==> config.mk <==
export PLATFORM = sky130hd
export DESIGN_NAME = acc_sequencer
export DESIGN_NICKNAME = d
export VERILOG_FILES = /design/src/rtl/acc_sequencer.sv
export SDC_FILE = /design/constraint.sdc
export NUM_CORES = 1
export LEC_CHECK = 0
export CELL_PAD_IN_SITES_DETAIL_PLACEMENT = 1
export CELL_PAD_IN_SITES_GLOBAL_PLACEMENT = 2
export CORE_UTILIZATION = 36
export CTS_BUF_LIST = sky130_fd_sc_hd__clkbuf_16
export CTS_CLUSTER_DIAMETER = 60
export DETAILED_ROUTE_END_ITERATION = 7
export HOLD_SLACK_MARGIN = 0.02
export PLACE_DENSITY = 0.91
export SYNTH_ARGS = -nofsm -noshare
export SYNTH_HDL_FRONTEND = slang
export SYNTH_SLANG_ARGS = --single-unit
==> constraint.sdc <==
create_clock -name CLK -period 3 [get_ports CLK]
set_input_delay 0.6 -clock CLK [delete_from_list [all_inputs] [get_ports CLK]]
set_output_delay 0.6 -clock CLK [all_outputs]
set_load 0.02 [all_outputs]
==> src/rtl/acc_sequencer.sv <==
// Accumulator sequencer: five-state FSM driving a 16-bit ALU
// with a bit-serial shift-add multiplier.
module acc_sequencer (
  input  logic        CLK,
  input  logic        RST_N,
  input  logic        START,
  input  logic [3:0]  OPC,
  input  logic [15:0] DIN,
  input  logic        LD1,
  input  logic        LD2,
  output logic [15:0] AC,
  output logic        C,
  output logic [15:0] T,
  output logic        BUSY,
  output logic        DONE,
  output logic        ERR
);

  typedef enum logic [2:0] {
    IDLE, DECODE, EXEC, MUL, WB
  } state_t;

  state_t      state, state_nx;
  logic [3:0]  ir;
  logic [4:0]  sc;
  logic [15:0] r1, r2;
  logic [31:0] prod, mcand;
  logic [15:0] mplier;
  logic [15:0] res;
  logic        res_c;
  logic        res_err;

  always_ff @(posedge CLK) begin
    if (!RST_N) state <= IDLE;
    else        state <= state_nx;
  end

  // MUL runs for SC=1..16, then write-back
  always_comb begin
    state_nx = state;
    unique case (state)
      IDLE:    if (START) state_nx = DECODE;
      DECODE:  state_nx = (ir == 4'h9) ? MUL : EXEC;
      EXEC:    state_nx = WB;
      MUL:     if (sc == 5'd16) state_nx = WB;
      WB:      state_nx = IDLE;
      default: state_nx = IDLE;
    endcase
  end

  always_comb begin
    BUSY = (state != IDLE);
    T    = '0;
    if (state != IDLE && !sc[4]) T[sc[3:0]] = 1'b1;
  end

  always_comb begin
    res     = AC;
    res_c   = C;
    res_err = 1'b0;
    unique case (ir)
      4'h0: ;
      4'h1: {res_c, res} = {1'b0, r1} + {1'b0, r2};
      4'h2: {res_c, res} = {1'b0, r1} - {1'b0, r2};
      4'h3: begin res = r1 & r2; res_c = 1'b0; end
      4'h4: begin res = r1 | r2; res_c = 1'b0; end
      4'h5: begin res = r1 ^ r2; res_c = 1'b0; end
      4'h6: begin res = ~r1;     res_c = 1'b0; end
      4'h7: begin res = {r1[14:0], 1'b0}; res_c = r1[15]; end
      4'h8: begin res = {1'b0, r1[15:1]}; res_c = r1[0];  end
      4'h9: begin res = prod[15:0]; res_c = |prod[31:16]; end
      4'hA: {res_c, res} = {1'b0, AC} + 17'd1;
      4'hB: {res_c, res} = {1'b0, AC} - 17'd1;
      4'hC: begin res = r1;    res_c = 1'b0; end
      4'hD: begin res = '0;    res_c = 1'b0; end
      default: res_err = 1'b1;
    endcase
  end

  always_ff @(posedge CLK) begin
    if (!RST_N) begin
      AC     <= '0;
      C      <= 1'b0;
      DONE   <= 1'b0;
      ERR    <= 1'b0;
      ir     <= '0;
      sc     <= '0;
      r1     <= '0;
      r2     <= '0;
      prod   <= '0;
      mcand  <= '0;
      mplier <= '0;
    end else begin
      DONE <= 1'b0;
      ERR  <= 1'b0;
      unique case (state)
        IDLE: begin
          sc <= '0;
          if (START) begin
            ir <= OPC;
          end else begin
            if (LD1) r1 <= DIN;
            if (LD2) r2 <= DIN;
          end
        end
        DECODE: begin
          sc     <= sc + 5'd1;
          prod   <= '0;
          mcand  <= {16'h0000, r1};
          mplier <= r2;
        end
        EXEC: sc <= sc + 5'd1;
        MUL: begin
          sc     <= sc + 5'd1;
          if (mplier[0]) prod <= prod + mcand;
          mcand  <= {mcand[30:0], 1'b0};
          mplier <= {1'b0, mplier[15:1]};
        end
        WB: begin
          sc   <= '0;
          AC   <= res;
          C    <= res_c;
          DONE <= 1'b1;
          ERR  <= res_err;
        end
        default: sc <= '0;
      endcase
    end
  end

endmodule

==> results.txt, run 1 <==
Global-route usage over all layers -> 0.268
Comb pwr share -> 0.252
Final antenna-violating net count -> 0
Worst setup EP type -> flip-flop
Synth cell types -> 76
Number of global-route vias before repair -> 10600
Critical Path Start -> prod[0]$_SDFFE_PN0P_
Initial DRC count -> 750
Layout Skew -> 17.9 ps
Dpl hpwl -> 29.4 mm
Synthesis-stage register bit count -> 143
Via/cell ratio -> 5.92
# diodes -> 0
Max-Cap Viols -> 0
Power Density -> 447 mW/mm^2
Core area -> 0.0281 mm^2
Switching Share -> 0.338
Overflow after GRT -> 0
Mapped Cells -> 1381
EDFF count, synth -> 0
Int Power -> 3.64 mW
Critical path fanouts, max -> 3
FP Rows -> 61
Most frequent cells in the layout -> 174 x nand2_1, 140 x dfxtp_1, 139 x nor2_1, 132 x a21oi_1, 85 x ha_1
Max clock buf depth -> 2
Number of port buffers -> 60
Dpl cell area -> 0.0117 mm^2
Worst r2r src -> prod[0]$_SDFFE_PN0P_
Fillers -> 3513
Pins Over Slew Limit -> 0
Max Clock Freq -> 0.333 GHz
Reg clk slew, reported paths -> 60 ps
Most common cell after layout, fill and taps aside -> nand2_1
Leak pwr -> 4.71 nW
CP required -> 3320 ps
Hold WC Path Type -> flip-flop to flip-flop
Die span in x -> 172 um
Worst Tran Pin Value -> 1030 ps
Worst vdd ir -> 0.000361 V
H-Tree Depth -> 4
Outcome -> complete, but fails checks
Drt first pass iters -> 6
Die height -> 172 um
Final instance area -> 0.0123 mm^2
Share of synthesized registers carrying an async set or reset -> 0
Hold Crit Depth -> 2
Sequential Power Share -> 0.383
Worst Slack Setup Final -> -4.77 ps
Hold-critical path endpoint -> mplier[15]$_SDFFE_PN0P_
Failing checks -> negative setup slack
Total CTS buffers -> 17
Worst setup SP type -> flip-flop
# setup viols final -> 1
Clk sinks -> 143
Mapped Avg Cell Area -> 7.52 um^2
Reg-to-Reg End -> prod[28]$_SDFFE_PN0P_
Area of the die -> 0.0295 mm^2
Part of the power in the clock network -> 0.365
Routed wire length -> 39.2 mm
Largest net degree at the start of global routing -> 79
Reg-to-reg slack, setup -> -5 ps
NetSw -> 1.86 mW
Wire per inst -> 21.4 um
IO Count -> 61
Detailed-route via count -> 10800
Worst-Skew Late Latency -> 440 ps
Period utilisation layout -> 1.00
CP Class -> flip-flop to flip-flop
Period minus WS final -> 3000 ps
Wire length of the first global-routing pass -> 60.6 mm
Placer Congestion -> 0.945
Initial core utilization -> 0.370
Area grow syn2layout -> 18.3%
Min-delay src -> mplier[15]$_SDFFE_PN0P_
Worst reg2reg path depth -> 11
Sequential share of the synthesized area -> 0.276
Antenna violations before repair -> 0
CTS tree -> built
Syn Nets -> 1494
Final Util -> 0.438
Ys Warns -> 0
Mapped Area -> 0.0104 mm^2
Slew margin rel. -> 0.314
Clock root buffer -> clkbuf_16
Layout cell share with drive strength beyond 1 -> 0.0951
WP data arrival -> 3320 ps
Primary FF master, synth -> dfxtp_1
Final hold vios -> 0
Post-route DRC violation count -> 0
NumNets Final -> 1553
-- power by group through the flow --
stage	Sequential, mW	Clock, mW	Combinational [mW]
after floorplan	2.12	0	0.869
after global placement	2.14	0	1.30
after detailed placement	2.14	0	1.33
after CTS	2.10	2.04	1.34
after global routing	2.12	2.13	1.50
final	2.10	2.01	1.39
-- Yosys cell counts (8+ instances only) --
cell	count	area share
nand2_1	174	0.063
a21o_1	24	0.017
a22oi_1	28	0.020
o211ai_1	9	0.0065
nand3_1	41	0.020
ha_1	85	0.10
nand2b_1	11	0.0066
nor2_1	140	0.051
xnor2_1	21	0.018
nor4_1	8	0.0048
a211oi_1	39	0.028
o21bai_1	9	0.0065
nor3_1	27	0.013
nand4_1	11	0.0066
inv_1	61	0.022
and3_1	12	0.0072
clkbuf_1	91	0.033
dfxtp_1	143	0.28
o21ai_0	69	0.033
a221oi_1	28	0.024
nor2b_1	13	0.0078
and2_1	12	0.0072
a31oi_1	8	0.0048
xor2_1	21	0.018
o221ai_1	9	0.0076
a221o_1	8	0.0077
mux2i_1	38	0.037
a21oi_1	135	0.065
-- registers in the layout, indices dropped and copies added, names as in the netlist --
signal and cells:
r1 16, state 3, mplier 16, ERR 1, prod 32, mcand 32
DONE 1, r2 16, sc 5, AC 16, ir 4, C 1
-- logic make-up (layout without fill, tap and decap cells) --
group	Yosys count	count (layout)	share of synthesized area
AND/OR/NAND/NOR	478	478	0.209
AO/OA/AOI/OAI	432	432	0.275
buffers and inverters	158	228	0.0573
flip-flops	143	143	0.276
adder cells (fa/ha/maj)	88	88	0.108
XOR/XNOR	42	42	0.0354
multiplexers	40	40	0.0388
-- metal layers --
layer  track usage  up-vias  share of wire
li1              -     5104              -
met1         0.369     5328           0.48
met2         0.409      334           0.43
met3        0.0520       63          0.062
met4         0.107        0          0.030
met5             0        -              0
-- worst max path at each step --
stage	cells after the start	slack, ps	endpoint
after floorplan	11	300	prod[28]$_SDFFE_PN0P_
after global placement	12	120	AC[14]$_SDFFE_PN0P_
after detailed placement	11	-20	prod[24]$_SDFFE_PN0P_
after CTS	12	7	AC[14]$_SDFFE_PN0P_
after global routing	11	-80	prod[28]$_SDFFE_PN0P_
final	11	-5	prod[28]$_SDFFE_PN0P_
-- area by class of cell --
| type | count | area [um^2] | share of cell area |
|---|---|---|---|
| inverter | 62 | 234 | 0.0190 |
| timing repair buffer | 136 | 1190 | 0.0965 |
| sequential | 143 | 2870 | 0.233 |
| tap | 378 | 473 | 0.0385 |
| clock inverter | 13 | 104 | 0.00845 |
| multi-input combinational | 1080 | 7000 | 0.570 |
| clock buffer | 17 | 425 | 0.0346 |
-- worst max-delay path, stage by stage (launching register included) --
cell,delay (ps)
dfxtp_1,340
ha_1,230
fa_2,360
a21oi_1,150
nor2b_1,80
a311o_1,380
o211ai_1,350
a211o_1,190
a21o_1,120
a21boi_0,110
or3_1,320
a32o_1,260
-- repair_timing --
item                                    4_1_cts  5_1_grt
hold buffers                                  0        0
endpoints found under the setup margin        2       17
buffers inserted                              1        3
gates resized for setup                       0       17
pin swaps                                     1        3
-- metrics by stage --
stage                     setup WS [ps]  setup TNS (ps)  instances  total power [mW]  hold WS (ps)
after global placement              122               0       1795              3.43           446
final                             -4.77           -4.77       1829              5.50           463
after detailed placement          -19.3           -21.0       1795              3.47           461
after floorplan                     300               0       1381              2.99           432
after global routing              -84.2            -160       1829              5.74           491
after CTS                          6.89               0       1826              5.48           469
(Power assumes the default switching activity.)
==> run 2, diff against run 1 <==
--- a/config.mk
+++ b/config.mk
@@ -5,6 +5,7 @@
 export SDC_FILE = /design/constraint.sdc
 export NUM_CORES = 1
 export LEC_CHECK = 0
+export CAP_MARGIN = 20
 export CELL_PAD_IN_SITES_DETAIL_PLACEMENT = 1
 export CELL_PAD_IN_SITES_GLOBAL_PLACEMENT = 2
 export CORE_UTILIZATION = 36
@@ -13,6 +14,7 @@
 export DETAILED_ROUTE_END_ITERATION = 7
 export HOLD_SLACK_MARGIN = 0.02
 export PLACE_DENSITY = 0.91
+export SKIP_LAST_GASP = 1
 export SYNTH_ARGS = -nofsm -noshare
 export SYNTH_HDL_FRONTEND = slang
 export SYNTH_SLANG_ARGS = --single-unit
==> run 2 against run 1 <==
  * The flow now finishes without violations
  * Register-to-register slack better by 70 ps
  * Worst hold slack worse by 4.7 ps
  * Clock skew down 5.1 ps
  * Via count up 0.18%
  * Critical path depth unchanged
  * Count of clock-buffer cells in the layout unchanged
  * Cell count unchanged
  * Design area up 0.54%
==> results.txt, run 2 (synthesis gave the netlist of run 1 again) <==
# diodes -> 0
Power Density -> 471 mW/mm^2
IO Count -> 61
RSZ-0062 raised after global routing -> true
Routed wire length -> 39.6 mm
Number of global-route vias before repair -> 10600
Most common cell after layout, fill and taps aside -> nand2_1
Layout cell share with drive strength beyond 1 -> 0.0944
Overflow after GRT -> 0
Global-route usage over all layers -> 0.271
NumNets Final -> 1552
Post-route DRC violation count -> 0
Max clock buf depth -> 2
FP Rows -> 61
Met1 layer usage reported by global route -> 0.380
Drt first pass iters -> 5
Total CTS buffers -> 17
Area of the die -> 0.0295 mm^2
Initial DRC count -> 802
Worst Tran Pin Value -> 920 ps
Number of port buffers -> 60
# setup viols final -> 0
Post-Route Setup TNS -> 0 ps
Core area -> 0.0281 mm^2
Worst setup EP type -> flip-flop
Largest net degree at the start of global routing -> 79
M3 GR Usage -> 0.0389
Crit-path cells -> ha_1, fa_2, a21oi_2, nor2b_1, a311o_1, o211ai_1, a211o_1, a21o_1, a21boi_0, or3_1, a32o_1
Max Clock Freq -> 0.341 GHz
Die span in x -> 172 um
Worst Slack Setup Final -> 64.9 ps
Via/cell ratio -> 5.93
Critical path fanouts, max -> 3
Clock root buffer -> clkbuf_16
Final Non-Filler Cells -> 1829
Final hold vios -> 0
Clk sinks -> 143
Die height -> 172 um
Worst path slowest cell -> a311o_1
Reg clk slew, reported paths -> 60 ps
Worst vdd ir -> 0.000386 V
Hold_buf cts -> 0
Max-Cap Viols -> 0
Pre-CTS setup slack -> -39.5 ps
Worst-Skew Late Latency -> 430 ps
H-Tree Depth -> 4
Most frequent cells in the layout -> 174 x nand2_1, 140 x dfxtp_1, 139 x nor2_1, 132 x a21oi_1, 85 x ha_1
Fillers -> 3516
Layout Skew -> 12.8 ps
Area grow syn2layout -> 18.9%
Period utilisation layout -> 0.978
GRT busiest layer -> met2
WP data arrival -> 3250 ps
Antenna violations before repair -> 0
Worst Hold Slack -> 459 ps
Initial core utilization -> 0.370
Outcome -> completed
Final antenna-violating net count -> 0
Dpl cell area -> 0.0117 mm^2
Worst path max stage delay -> 390 ps
Dpl hpwl -> 29.6 mm
Leak pwr -> 4.71 nW
Post-placement cell count -> 1796
Pins Over Slew Limit -> 0
Biggest regs -> mcand x32, prod x32
Wire per inst -> 21.7 um
Placer Congestion -> 0.945
CTS tree -> built
GR Layer Usage met2 -> 0.429
CP Class -> flip-flop to flip-flop
Hold WC Path Type -> flip-flop to flip-flop
Slew margin rel. -> 0.386
Detailed-route via count -> 10800
Period minus WS final -> 2940 ps
CP required -> 3320 ps
Worst setup SP type -> flip-flop
Wire length of the first global-routing pass -> 61.7 mm
Final instance area -> 0.0124 mm^2
-- run 2: changes by cell type in the layout (fill, tap and decap cells not counted), moves of 2 or more --
cell       change
bufinv_16      +3
clkinv_2       -4
clkinv_4       -2
inv_6          +3
-- run 2: layout make-up --
| class | count | area [um^2] | share of cell area |
|---|---|---|---|
| clock buffers | 17 | 425 | 0.0344 |
| clock inverters | 14 | 190 | 0.0154 |
| inverters | 62 | 234 | 0.0189 |
| multi-input cells | 1080 | 6990 | 0.566 |
| flip-flops and latches | 143 | 2870 | 0.232 |
| well taps | 378 | 473 | 0.0383 |
| repair buffers | 135 | 1180 | 0.0952 |
-- run 2: timing repair --
item / 4_1_cts / 5_1_grt
resized for setup: 0 / 16
endpoints found under the hold margin: 0 / 0
setup endpoints to repair: 2 / 15
pin swaps: 2 / 2
buffers inserted: 1 / 1
-- run 2: final timing paths --
| check | depth (start not counted) | slack [ps] | start | endpoint |
|---|---|---|---|---|
| hold / removal | 2 | 460 | mplier[15]$_SDFFE_PN0P_ | mplier[15]$_SDFFE_PN0P_ |
| setup / recovery | 11 | 60 | prod[0]$_SDFFE_PN0P_ | prod[28]$_SDFFE_PN0P_ |
| hold reg to reg | 2 | 460 | mplier[15]$_SDFFE_PN0P_ | mplier[15]$_SDFFE_PN0P_ |
| setup reg to reg | 11 | 60 | prod[0]$_SDFFE_PN0P_ | prod[28]$_SDFFE_PN0P_ |
-- run 2: stage by stage --
step	utilization	power, mW
after floorplan	-	2.99
after global placement	0.415	3.43
after detailed placement	0.416	3.47
after CTS	0.438	5.79
after global routing	0.440	6.03
final	0.440	5.82
-- run 2: layer usage --
metal  wire [um]  up-vias
li1            -     5095
met1       19100     5398
met2       17700      308
met3        2050       48
met4         837        0
met5           0        -
-- run 2: worst max-delay path, delay by kind of cell (launching register included) --
kind,cells,cell delay [ps]
fa+ha+maj,2,610
simple gates,2,400
flops,1,340
compound gates,7,1490
-- run 2: where the power goes --
group | internal [mW] | switching [mW]
Clock | 1.39 | 0.946
Combinational | 0.514 | 0.861
Sequential | 2.00 | 0.109
==> run 3, diff against run 2 <==
--- a/config.mk
+++ b/config.mk
@@ -14,7 +14,6 @@
 export DETAILED_ROUTE_END_ITERATION = 7
 export HOLD_SLACK_MARGIN = 0.02
 export PLACE_DENSITY = 0.91
-export SKIP_LAST_GASP = 1
 export SYNTH_ARGS = -nofsm -noshare
 export SYNTH_HDL_FRONTEND = slang
 export SYNTH_SLANG_ARGS = --single-unit
==> run 3 against run 2 <==
  * Worst hold slack is the same
  * Setup slack is the same
  * Clock power about the same
  * Register-to-register slack barely moved
  * Sequential cell count did not move
  * First-iteration DRC count unchanged
  * Critical path type unchanged
  * Critical path depth is the same
  * Largest power group unchanged
  * Sequential share of layout area stayed put
  * Highest routed layer unchanged
  * Largest cell class unchanged
  * Total power unchanged
==> results.txt, run 3 (synthesis gave the netlist of run 1 again) <==
Outcome -> completed
Most frequent cells in the layout -> 174 x nand2_1, 140 x dfxtp_1, 139 x nor2_1, 132 x a21oi_1, 85 x ha_1
CP Class -> flip-flop to flip-flop
Min-delay src -> mplier[15]$_SDFFE_PN0P_
Drt first pass iters -> 5
H-Tree Depth -> 4
Dpl hpwl -> 29.6 mm
Placer Congestion -> 0.945
CP required -> 3320 ps
Slew margin rel. -> 0.386
Worst path max stage delay -> 390 ps
Layout Skew -> 12.8 ps
Post-Route Setup TNS -> 0 ps
Antenna violations before repair -> 0
Period utilisation layout -> 0.978
Final Util -> 0.440
CTS tree -> built
Max-Cap Viols -> 0
FP Rows -> 61
Leak pwr -> 4.71 nW
Total CTS buffers -> 17
Worst Tran Pin Value -> 920 ps
Via/cell ratio -> 5.93
Biggest regs -> mcand x32, prod x32
Die span in x -> 172 um
Routed wire length -> 39.6 mm
Area grow syn2layout -> 18.9%
Layout cell share with drive strength beyond 1 -> 0.0944
Max Clock Freq -> 0.341 GHz
Hold WC Path Type -> flip-flop to flip-flop
NumNets Final -> 1552
Detailed-route via count -> 10800
Final hold vios -> 0
Largest net degree at the start of global routing -> 79
Area of the die -> 0.0295 mm^2
Pins Over Slew Limit -> 0
Wire length of the first global-routing pass -> 61.7 mm
Hold_buf cts -> 0
# setup viols final -> 0
Core area -> 0.0281 mm^2
WP data arrival -> 3250 ps
Reg-to-reg slack, setup -> 60 ps
Number of global-route vias before repair -> 10600
Reg clk slew, reported paths -> 60 ps
Global-route usage over all layers -> 0.271
Hold Crit Depth -> 2
Worst reg2reg path depth -> 11
Initial core utilization -> 0.370
Overflow after GRT -> 0
Clk sinks -> 143
Clock root buffer -> clkbuf_16
Period minus WS final -> 2940 ps
Power Density -> 471 mW/mm^2
Dpl cell area -> 0.0117 mm^2
Crit-path cells -> ha_1, fa_2, a21oi_2, nor2b_1, a311o_1, o211ai_1, a211o_1, a21o_1, a21boi_0, or3_1, a32o_1
Worst r2r src -> prod[0]$_SDFFE_PN0P_
Reg-to-Reg End -> prod[28]$_SDFFE_PN0P_
IO Count -> 61
Wire per inst -> 21.7 um
Hold-critical path endpoint -> mplier[15]$_SDFFE_PN0P_
Worst vdd ir -> 0.000386 V
Worst setup SP type -> flip-flop
Worst-Skew Late Latency -> 430 ps
RSZ-0062 raised after global routing -> true
Worst path slowest cell -> a311o_1
Initial DRC count -> 802
Die height -> 172 um
Post-route DRC violation count -> 0
Fillers -> 3516
Number of port buffers -> 60
# diodes -> 0
Critical path fanouts, max -> 3
Final antenna-violating net count -> 0
Most common cell after layout, fill and taps aside -> nand2_1
Worst setup EP type -> flip-flop
Final instance area -> 0.0124 mm^2
Max clock buf depth -> 2
run 3: stage by stage:
stage	total power, mW	std cells	hold WS, ps	setup WS (ps)
finish	5.82	1829	459	64.9
detailed placement	3.47	1796	459	-39.5
global route	6.03	1829	504	-25.2
floorplan	2.99	1381	432	300
global placement	3.43	1795	446	122
CTS	5.79	1828	468	2.52
run 3: metal layers:
metal  GRT usage  wire length, um  part of all wire
met5           0                0                 0
met4      0.0804              837             0.021
met3      0.0389             2050             0.052
met2       0.429            17700              0.45
met1       0.380            19100              0.48
run 3: timing repair:
item	4_1_cts	5_1_grt
setup endpoints to repair	2	15
buffers inserted	1	1
resized for setup	0	16
endpoints found under the hold margin	0	0
pin swaps	2	2
run 3: layout make-up:
class / count / area, um^2 / area share
multi-input combinational: 1080 / 6990 / 0.566
sequential: 143 / 2870 / 0.232
timing repair buffer: 135 / 1180 / 0.0952
tap: 378 / 473 / 0.0383
clock buffer: 17 / 425 / 0.0344
inverter: 62 / 234 / 0.0189
clock inverter: 14 / 190 / 0.0154
run 3: how the worst max path moves through the flow:
stage / from / end / slack, ps / depth (start not counted)
global placement: r1[0]$_SDFFE_PN0P_ / AC[14]$_SDFFE_PN0P_ / 120 / 12
detailed placement: prod[0]$_SDFFE_PN0P_ / prod[24]$_SDFFE_PN0P_ / -40 / 11
finish: prod[0]$_SDFFE_PN0P_ / prod[28]$_SDFFE_PN0P_ / 60 / 11
CTS: prod[0]$_SDFFE_PN0P_ / prod[28]$_SDFFE_PN0P_ / 3 / 11
floorplan: prod[0]$_SDFFE_PN0P_ / prod[28]$_SDFFE_PN0P_ / 300 / 11
global route: r2[5]$_SDFFE_PN0P_ / C$_SDFFE_PN0P_ / -30 / 10
run 3: power by group:
part	internal, mW	total [mW]	switching (mW)
combinational	0.514	1.38	0.861
clock	1.39	2.34	0.946
sequential	2.00	2.11	0.109
run 3: critical path: cells and delay by family, from the launching register on:
family	cells	cell delay (ps)
compound gates	7	1490
fa+ha+maj	2	610
flops	1	340
simple gates	2	400
